## src/rtl/mem_arbiter_pkg.sv

```systemverilog
// Shared size/state/owner codes for the byte-serial memory arbiter.
package mem_arbiter_pkg;

  localparam logic [1:0] SZ_B = 2'b00;
  localparam logic [1:0] SZ_H = 2'b01;
  localparam logic [1:0] SZ_W = 2'b10;

  // address[17:16] value marking the IO region
  localparam logic [1:0] IO_BASE_HI = 2'b11;

  typedef enum logic [1:0] {
    ST_IDLE = 2'd0,
    ST_RD   = 2'd1,
    ST_WR   = 2'd2,
    ST_DONE = 2'd3
  } state_e;

  typedef enum logic {
    OWN_IF  = 1'b0,
    OWN_MEM = 1'b1
  } owner_e;

endpackage

```

## src/rtl/mem_byte_lane.sv

```systemverilog
// Byte-count decode, store byte select and little-endian read assembly.
module mem_byte_lane
  import mem_arbiter_pkg::*;
(
  input  logic        clk_i,
  input  logic        rst_ni,
  input  logic        clr_i,
  input  logic        cap_i,
  input  logic [1:0]  cap_idx_i,
  input  logic [7:0]  din_i,
  input  logic [1:0]  wr_idx_i,
  input  logic [31:0] wdata_i,
  input  logic [1:0]  size_i,
  output logic [2:0]  nbytes_o,
  output logic [7:0]  wbyte_o,
  output logic [31:0] asm_o
);

  logic [31:0] asm_q, asm_d;

  always_comb begin
    unique case (size_i)
      SZ_B:    nbytes_o = 3'd1;
      SZ_H:    nbytes_o = 3'd2;
      default: nbytes_o = 3'd4;
    endcase
  end

  assign wbyte_o = wdata_i[wr_idx_i*8 +: 8];

  // asm_o includes the byte being captured this cycle so the final word is usable at once
  always_comb begin
    asm_d = asm_q;
    if (clr_i)      asm_d = '0;
    else if (cap_i) asm_d[cap_idx_i*8 +: 8] = din_i;
  end

  assign asm_o = asm_d;

  always_ff @(posedge clk_i or negedge rst_ni) begin
    if (!rst_ni) asm_q <= '0;
    else         asm_q <= asm_d;
  end

endmodule

```

## src/rtl/mem_arbiter.sv

```systemverilog
// Arbitrates fetch and load/store onto one byte-wide RAM port.
// Define MEMARB_RR_EN for round-robin arbitration instead of mem-over-IF priority.
module mem_arbiter
  import mem_arbiter_pkg::*;
#(
  parameter int ADDR_W = 32
) (
  input  logic              clk_i,
  input  logic              rst_ni,
  input  logic              rdy_i,
  input  logic              if_req_i,
  input  logic              if_abort_i,
  input  logic [ADDR_W-1:0] if_addr_i,
  output logic              if_done_o,
  output logic [31:0]       if_inst_o,
  input  logic              mem_req_i,
  input  logic              mem_we_i,
  input  logic [1:0]        mem_size_i,
  input  logic [ADDR_W-1:0] mem_addr_i,
  input  logic [31:0]       mem_wdata_i,
  output logic              mem_done_o,
  output logic [31:0]       mem_rdata_o,
  input  logic [7:0]        ram_din_i,
  output logic [7:0]        ram_dout_o,
  output logic [ADDR_W-1:0] ram_a_o,
  output logic              ram_wr_o,
  output logic              busy_o
);

  state_e            state_q, state_d;
  owner_e            owner_q, owner_d;
  logic [ADDR_W-1:0] base_q, base_d;
  logic [31:0]       wdata_q, wdata_d;
  logic [2:0]        nb_q, nb_d;
  logic [2:0]        k_q, k_d;
  logic              pend_q, pend_d;
  logic              hold_q, hold_d;
  logic [31:0]       inst_q, inst_d;
  logic [31:0]       rdata_q, rdata_d;

  logic        if_ok, gnt_mem, gnt_if;
  logic        clr, cap;
  logic [1:0]  lane_size;
  logic [2:0]  lane_nb;
  logic [7:0]  lane_wbyte;
  logic [31:0] lane_asm;

  assign if_ok = if_req_i & ~if_abort_i;

`ifdef MEMARB_RR_EN
  owner_e last_q, last_d;
  assign gnt_mem = mem_req_i & (~if_ok | (last_q == OWN_IF));
`else
  assign gnt_mem = mem_req_i;
`endif
  assign gnt_if    = if_ok & ~gnt_mem;
  assign lane_size = gnt_mem ? mem_size_i : SZ_W;

  mem_byte_lane u_lane (
    .clk_i     (clk_i),
    .rst_ni    (rst_ni),
    .clr_i     (clr),
    .cap_i     (cap),
    .cap_idx_i (k_q[1:0] - 2'd1),
    .din_i     (ram_din_i),
    .wr_idx_i  (k_q[1:0]),
    .wdata_i   (wdata_q),
    .size_i    (lane_size),
    .nbytes_o  (lane_nb),
    .wbyte_o   (lane_wbyte),
    .asm_o     (lane_asm)
  );

  // k_q: next byte address to issue; pend_q: byte k_q-1 was addressed last cycle
  always_comb begin
    state_d = state_q;
    owner_d = owner_q;
    base_d  = base_q;
    wdata_d = wdata_q;
    nb_d    = nb_q;
    k_d     = k_q;
    pend_d  = pend_q;
    hold_d  = hold_q;
    inst_d  = inst_q;
    rdata_d = rdata_q;
`ifdef MEMARB_RR_EN
    last_d  = last_q;
`endif
    clr        = 1'b0;
    cap        = 1'b0;
    ram_a_o    = '0;
    ram_dout_o = '0;
    ram_wr_o   = 1'b0;
    if_done_o  = 1'b0;
    mem_done_o = 1'b0;

    unique case (state_q)
      ST_IDLE: begin
        if (rdy_i) begin
          hold_d = 1'b0;
          if (!hold_q && (gnt_mem || gnt_if)) begin
            if (gnt_mem) begin
              owner_d = OWN_MEM;
              base_d  = mem_addr_i;
              state_d = mem_we_i ? ST_WR : ST_RD;
            end else begin
              owner_d = OWN_IF;
              base_d  = if_addr_i;
              state_d = ST_RD;
            end
`ifdef MEMARB_RR_EN
            last_d  = gnt_mem ? OWN_MEM : OWN_IF;
`endif
            wdata_d = mem_wdata_i;
            nb_d    = lane_nb;
            k_d     = '0;
            pend_d  = 1'b0;
            clr     = 1'b1;
          end
        end
      end
      ST_RD: begin
        if (!rdy_i) begin
          // keep the lost byte's address on the bus so its data is ready when rdy returns
          if (pend_q)           ram_a_o = base_q + ADDR_W'(k_q - 3'd1);
          else if (k_q < nb_q)  ram_a_o = base_q + ADDR_W'(k_q);
        end else if (owner_q == OWN_IF && if_abort_i) begin
          state_d = ST_IDLE;
          pend_d  = 1'b0;
        end else begin
          if (pend_q) begin
            cap = 1'b1;
            if (k_q == nb_q) begin
              state_d = ST_DONE;
              if (owner_q == OWN_IF) inst_d  = lane_asm;
              else                   rdata_d = lane_asm;
            end
          end
          if (k_q < nb_q) begin
            ram_a_o = base_q + ADDR_W'(k_q);
            k_d     = k_q + 3'd1;
            pend_d  = 1'b1;
          end else begin
            pend_d  = 1'b0;
          end
        end
      end
      ST_WR: begin
        ram_a_o    = base_q + ADDR_W'(k_q);
        ram_dout_o = lane_wbyte;
        ram_wr_o   = rdy_i;
        if (rdy_i) begin
          if (k_q == nb_q - 3'd1) state_d = ST_DONE;
          else                    k_d     = k_q + 3'd1;
        end
      end
      ST_DONE: begin
        if_done_o  = rdy_i & (owner_q == OWN_IF);
        mem_done_o = rdy_i & (owner_q == OWN_MEM);
        if (rdy_i) begin
          state_d = ST_IDLE;
          hold_d  = 1'b1;
        end
      end
      default: state_d = ST_IDLE;
    endcase
  end

  always_ff @(posedge clk_i or negedge rst_ni) begin
    if (!rst_ni) begin
      state_q <= ST_IDLE;
      owner_q <= OWN_IF;
      base_q  <= '0;
      wdata_q <= '0;
      nb_q    <= '0;
      k_q     <= '0;
      pend_q  <= 1'b0;
      hold_q  <= 1'b0;
      inst_q  <= '0;
      rdata_q <= '0;
    end else begin
      state_q <= state_d;
      owner_q <= owner_d;
      base_q  <= base_d;
      wdata_q <= wdata_d;
      nb_q    <= nb_d;
      k_q     <= k_d;
      pend_q  <= pend_d;
      hold_q  <= hold_d;
      inst_q  <= inst_d;
      rdata_q <= rdata_d;
    end
  end

`ifdef MEMARB_RR_EN
  always_ff @(posedge clk_i or negedge rst_ni) begin
    if (!rst_ni) last_q <= OWN_IF;
    else         last_q <= last_d;
  end
`endif

  assign if_inst_o   = inst_q;
  assign mem_rdata_o = rdata_q;
  assign busy_o      = (state_q != ST_IDLE);

endmodule
```

## config.mk

```make
export PLATFORM = sky130hd
export DESIGN_NAME = mem_arbiter
export DESIGN_NICKNAME = d
export VERILOG_FILES = /design/src/rtl/mem_arbiter_pkg.sv /design/src/rtl/mem_byte_lane.sv /design/src/rtl/mem_arbiter.sv
export SDC_FILE = /design/constraint.sdc
export NUM_CORES = 1
export LEC_CHECK = 0
export ABC_AREA = 1
export BUFFER_PORTS_ARGS = -buffer_cell sky130_fd_sc_hd__clkbuf_2
export CORE_MARGIN = 2
export CORE_UTILIZATION = 55
export CTS_CLUSTER_DIAMETER = 150
export CTS_CLUSTER_SIZE = 20
export DETAILED_ROUTE_END_ITERATION = 8
export PLACE_DENSITY = 0.79
export SYNTH_ARGS = -nofsm -noshare
export SYNTH_HDL_FRONTEND = slang
export SYNTH_HIERARCHICAL = 1
export SYNTH_SLANG_ARGS = --single-unit
```

## constraint.sdc

```tcl
create_clock -name clk_i -period 7.45 [get_ports clk_i]
set_clock_uncertainty 0.1 [all_clocks]
set_input_delay 0.3725 -clock clk_i [delete_from_list [all_inputs] [get_ports clk_i]]
set_output_delay 0.3725 -clock clk_i [all_outputs]
set_load 0.005 [all_outputs]
```

==> qor.txt <==
status = finished, final reports clean
Global Route Usage Sum = 32.9%
dpl cells = 2127
Root Driver = clkbuf_16
Final Cycle Share = 61.5%
Post-CTS Repair Setup Buffers = 0
post-layout util = 65.6%
Routed WL = 35900 um
global-route wire length before repair = 57200 um
Num CTS Buffers = 17
area leader, netlist = dfrtp_1
WP buf/inv = 2
grt ovf = 0
Worst setup EP type = output port
Via density = 5.51
Slew Viols, Final = 0
endpoints failing setup = 0
Post-Syn Nets = 1850
routed via count = 11900
library cells used by synthesis = 44
Initial DRT Pass Iterations = 8
final setup TNS = 0 ns
CP Launch Type = register
final hold viol count = 0
Initial DRC Count = 902
Lkg Pwr = 7.05 nW
ant diodes = 0
CTS sink cnt = 171
cts hold-fix bufs = 1
core area = 20400 um2
RSZ-0062 raised after global routing = no
synthesized area = 11500 um2
fmax = 0.218 GHz
Crit path max-delay family = compound AO/OA/AOI/OAI gates
number of core rows = 52
CTS tree = built
NumNets Final = 2042
Max-slew headroom = 10.4%
register bit total from synthesis = 171
Clk Latency, worst-skew pair = 0.43 ns
Layout area overhead = 16.1%
worst setup margin = 2.87 ns
GPL Wtd Cong = 0.998
pre-CTS setup slack = 3.39 ns
layout cells sized above 1 = 17.7%
final worst path period need = 4.58 ns
number of H-tree levels = 4
Post-DP HPWL = 27100 um
CP Cell Sequence = inv_1, ha_1, o21bai_1, a21oi_1, nand3b_1, o21ai_2, o211ai_1, a21oi_1, clkbuf_2
I/O Buffers = 220
Reg clk slew, reported paths = 0.08 ns
Die W = 149 um
min-delay src = mem_wdata_i[12]
slowest stage cell, crit path = o21ai_2
WL/cell = 16.6 um
die height = 149 um
CP required = 6.98 ns
total power = 5.82 mW
post_cts resized = 0
RR Startpoint = k_q[0]
Peak VDD IR = 0.188 mV
Post-Syn Instances = 1685
initial antenna violation count = 1
Area contributors post-synth = dfrtp_1 37%, nand2_1 17%, nor2_1 6.5%
crit-path max FO = 21
most common cell after layout, fill and taps aside = nand2_1
worst slew pin tran = 1.34 ns
WP data arrival = 4.11 ns
pin count of the biggest net entering global routing = 90
worst min path class = in2reg
Max Cap Viol = 0
Critical Path Start = k_q[0]
most frequent cells in the layout = 522 x nand2_1, 219 x clkbuf_2, 201 x nor2_1, 188 x inv_1, 171 x dfrtp_1
average size of a mapped cell = 6.85 um2
WS Path Type = reg2out
Starting Density = 56.5%
Final Non-Filler Cells = 2160
# IOs = 221
CTS max path bufs = 2
most used cell, CP = a21oi_1
Yosys Warn Count = 6
DRC Markers = 0
die area = 22200 um2
cell area power density = 434 nW/um2
Seq/Total Area, Yosys = 37.1%
CP peak stage delay = 0.81 ns
post-route ant nets = 0
Synth top area share = 37.1%
vias in the first global route = 11200
==> routing by layer <==
layer / track usage, % / up-vias / routed length (um)
met1: 41.7 / 5563 / 14700
met2: 55.4 / 462 / 17200
met3: 6.30 / 92 / 2570
met5: 0 / - / 0
met4: 14.0 / 0 / 1410
li1: - / 5790 / -
==> report_power, final <==
| part | switching [mW] | leakage [nW] | internal, mW | total (mW) |
|---|---|---|---|---|
| Clock | 0.445 | 0.300 | 0.461 | 0.906 |
| Sequential | 0.329 | 2.26 | 1.23 | 1.56 |
| Combinational | 2.24 | 4.49 | 1.12 | 3.36 |
==> sequential cells by signal, indices dropped and copies added, names as in the netlist <==
| register | flops |
|---|---|
| base_q | 32 |
| hold_q | 1 |
| if_inst_o | 32 |
| k_q | 3 |
| mem_rdata_o | 32 |
| nb_q | 3 |
| owner_q | 1 |
| pend_q | 1 |
| state_q | 2 |
| u_lane/asm_q | 32 |
| wdata_q | 32 |
==> worst paths after layout <==
kind                       depth (start not counted)  slack (ns)         endpoint
max                                                9        2.87      ram_a_o[23]
max in group asynchronous                          3        5.17       base_q[17]
max reg2reg                                       12        3.98  mem_rdata_o[29]
min                                                3        0.03      wdata_q[12]
min reg2reg                                        2        0.37      wdata_q[16]
min in group asynchronous                          2        0.47       base_q[27]
==> per-stage QoR <==
step	hold WS [ns]	instance area, um2
after CTS	0.0224	13400
after detailed placement	0.353	12800
after global routing	0.0297	13400
after floorplan	-0.0231	11500
after global placement	0.351	12800
final	0.0283	13400
==> synth_stat cells, drive strengths merged <==
library cell	n
nand2	534
nor2	221
inv	202
dfrtp	171
o21ai	114
a21oi	106
nand3	101
ha	50
clkbuf	36
o31ai	34
nor3	22
buf	18
xor2	12
or2	11
nand4	10
o21bai	10
o22ai	8
a21o	5
nand3b	4
o211ai	4
nor4	3
xnor2	3
fa	2
a21boi	1
a221o	1
a31oi	1
and2	1
==> worst reg2reg max path: cells and delay by family (launching register included) <==
family                     cells  cell delay (ns)
buffers and inverters          5             0.94
adders and majority gates      2             0.75
DFF                            1             0.73
AOI/OAI and AO/OA              2             0.45
and+or+nand+nor                3             0.40
==> kinds of logic after synthesis <==
kind of cell | share of synthesized area, %
AND/OR/NAND/NOR | 33.1
flip-flops | 37.1
XOR/XNOR | 1.20
AO/OA/AOI/OAI | 13.8
adder cells (fa/ha/maj) | 5.77
buffers and inverters | 8.99
==> area by class of cell <==
type | instances | area (um2)
clock buffers | 17 | 425
multi-input cells | 1258 | 6240
well taps | 270 | 338
flip-flops and latches | 171 | 4280
repair buffers | 227 | 1160
clock inverters | 15 | 199
inverters | 202 | 758
fillers | 1867 | 7030
Power figures use the tool's default switching activity.
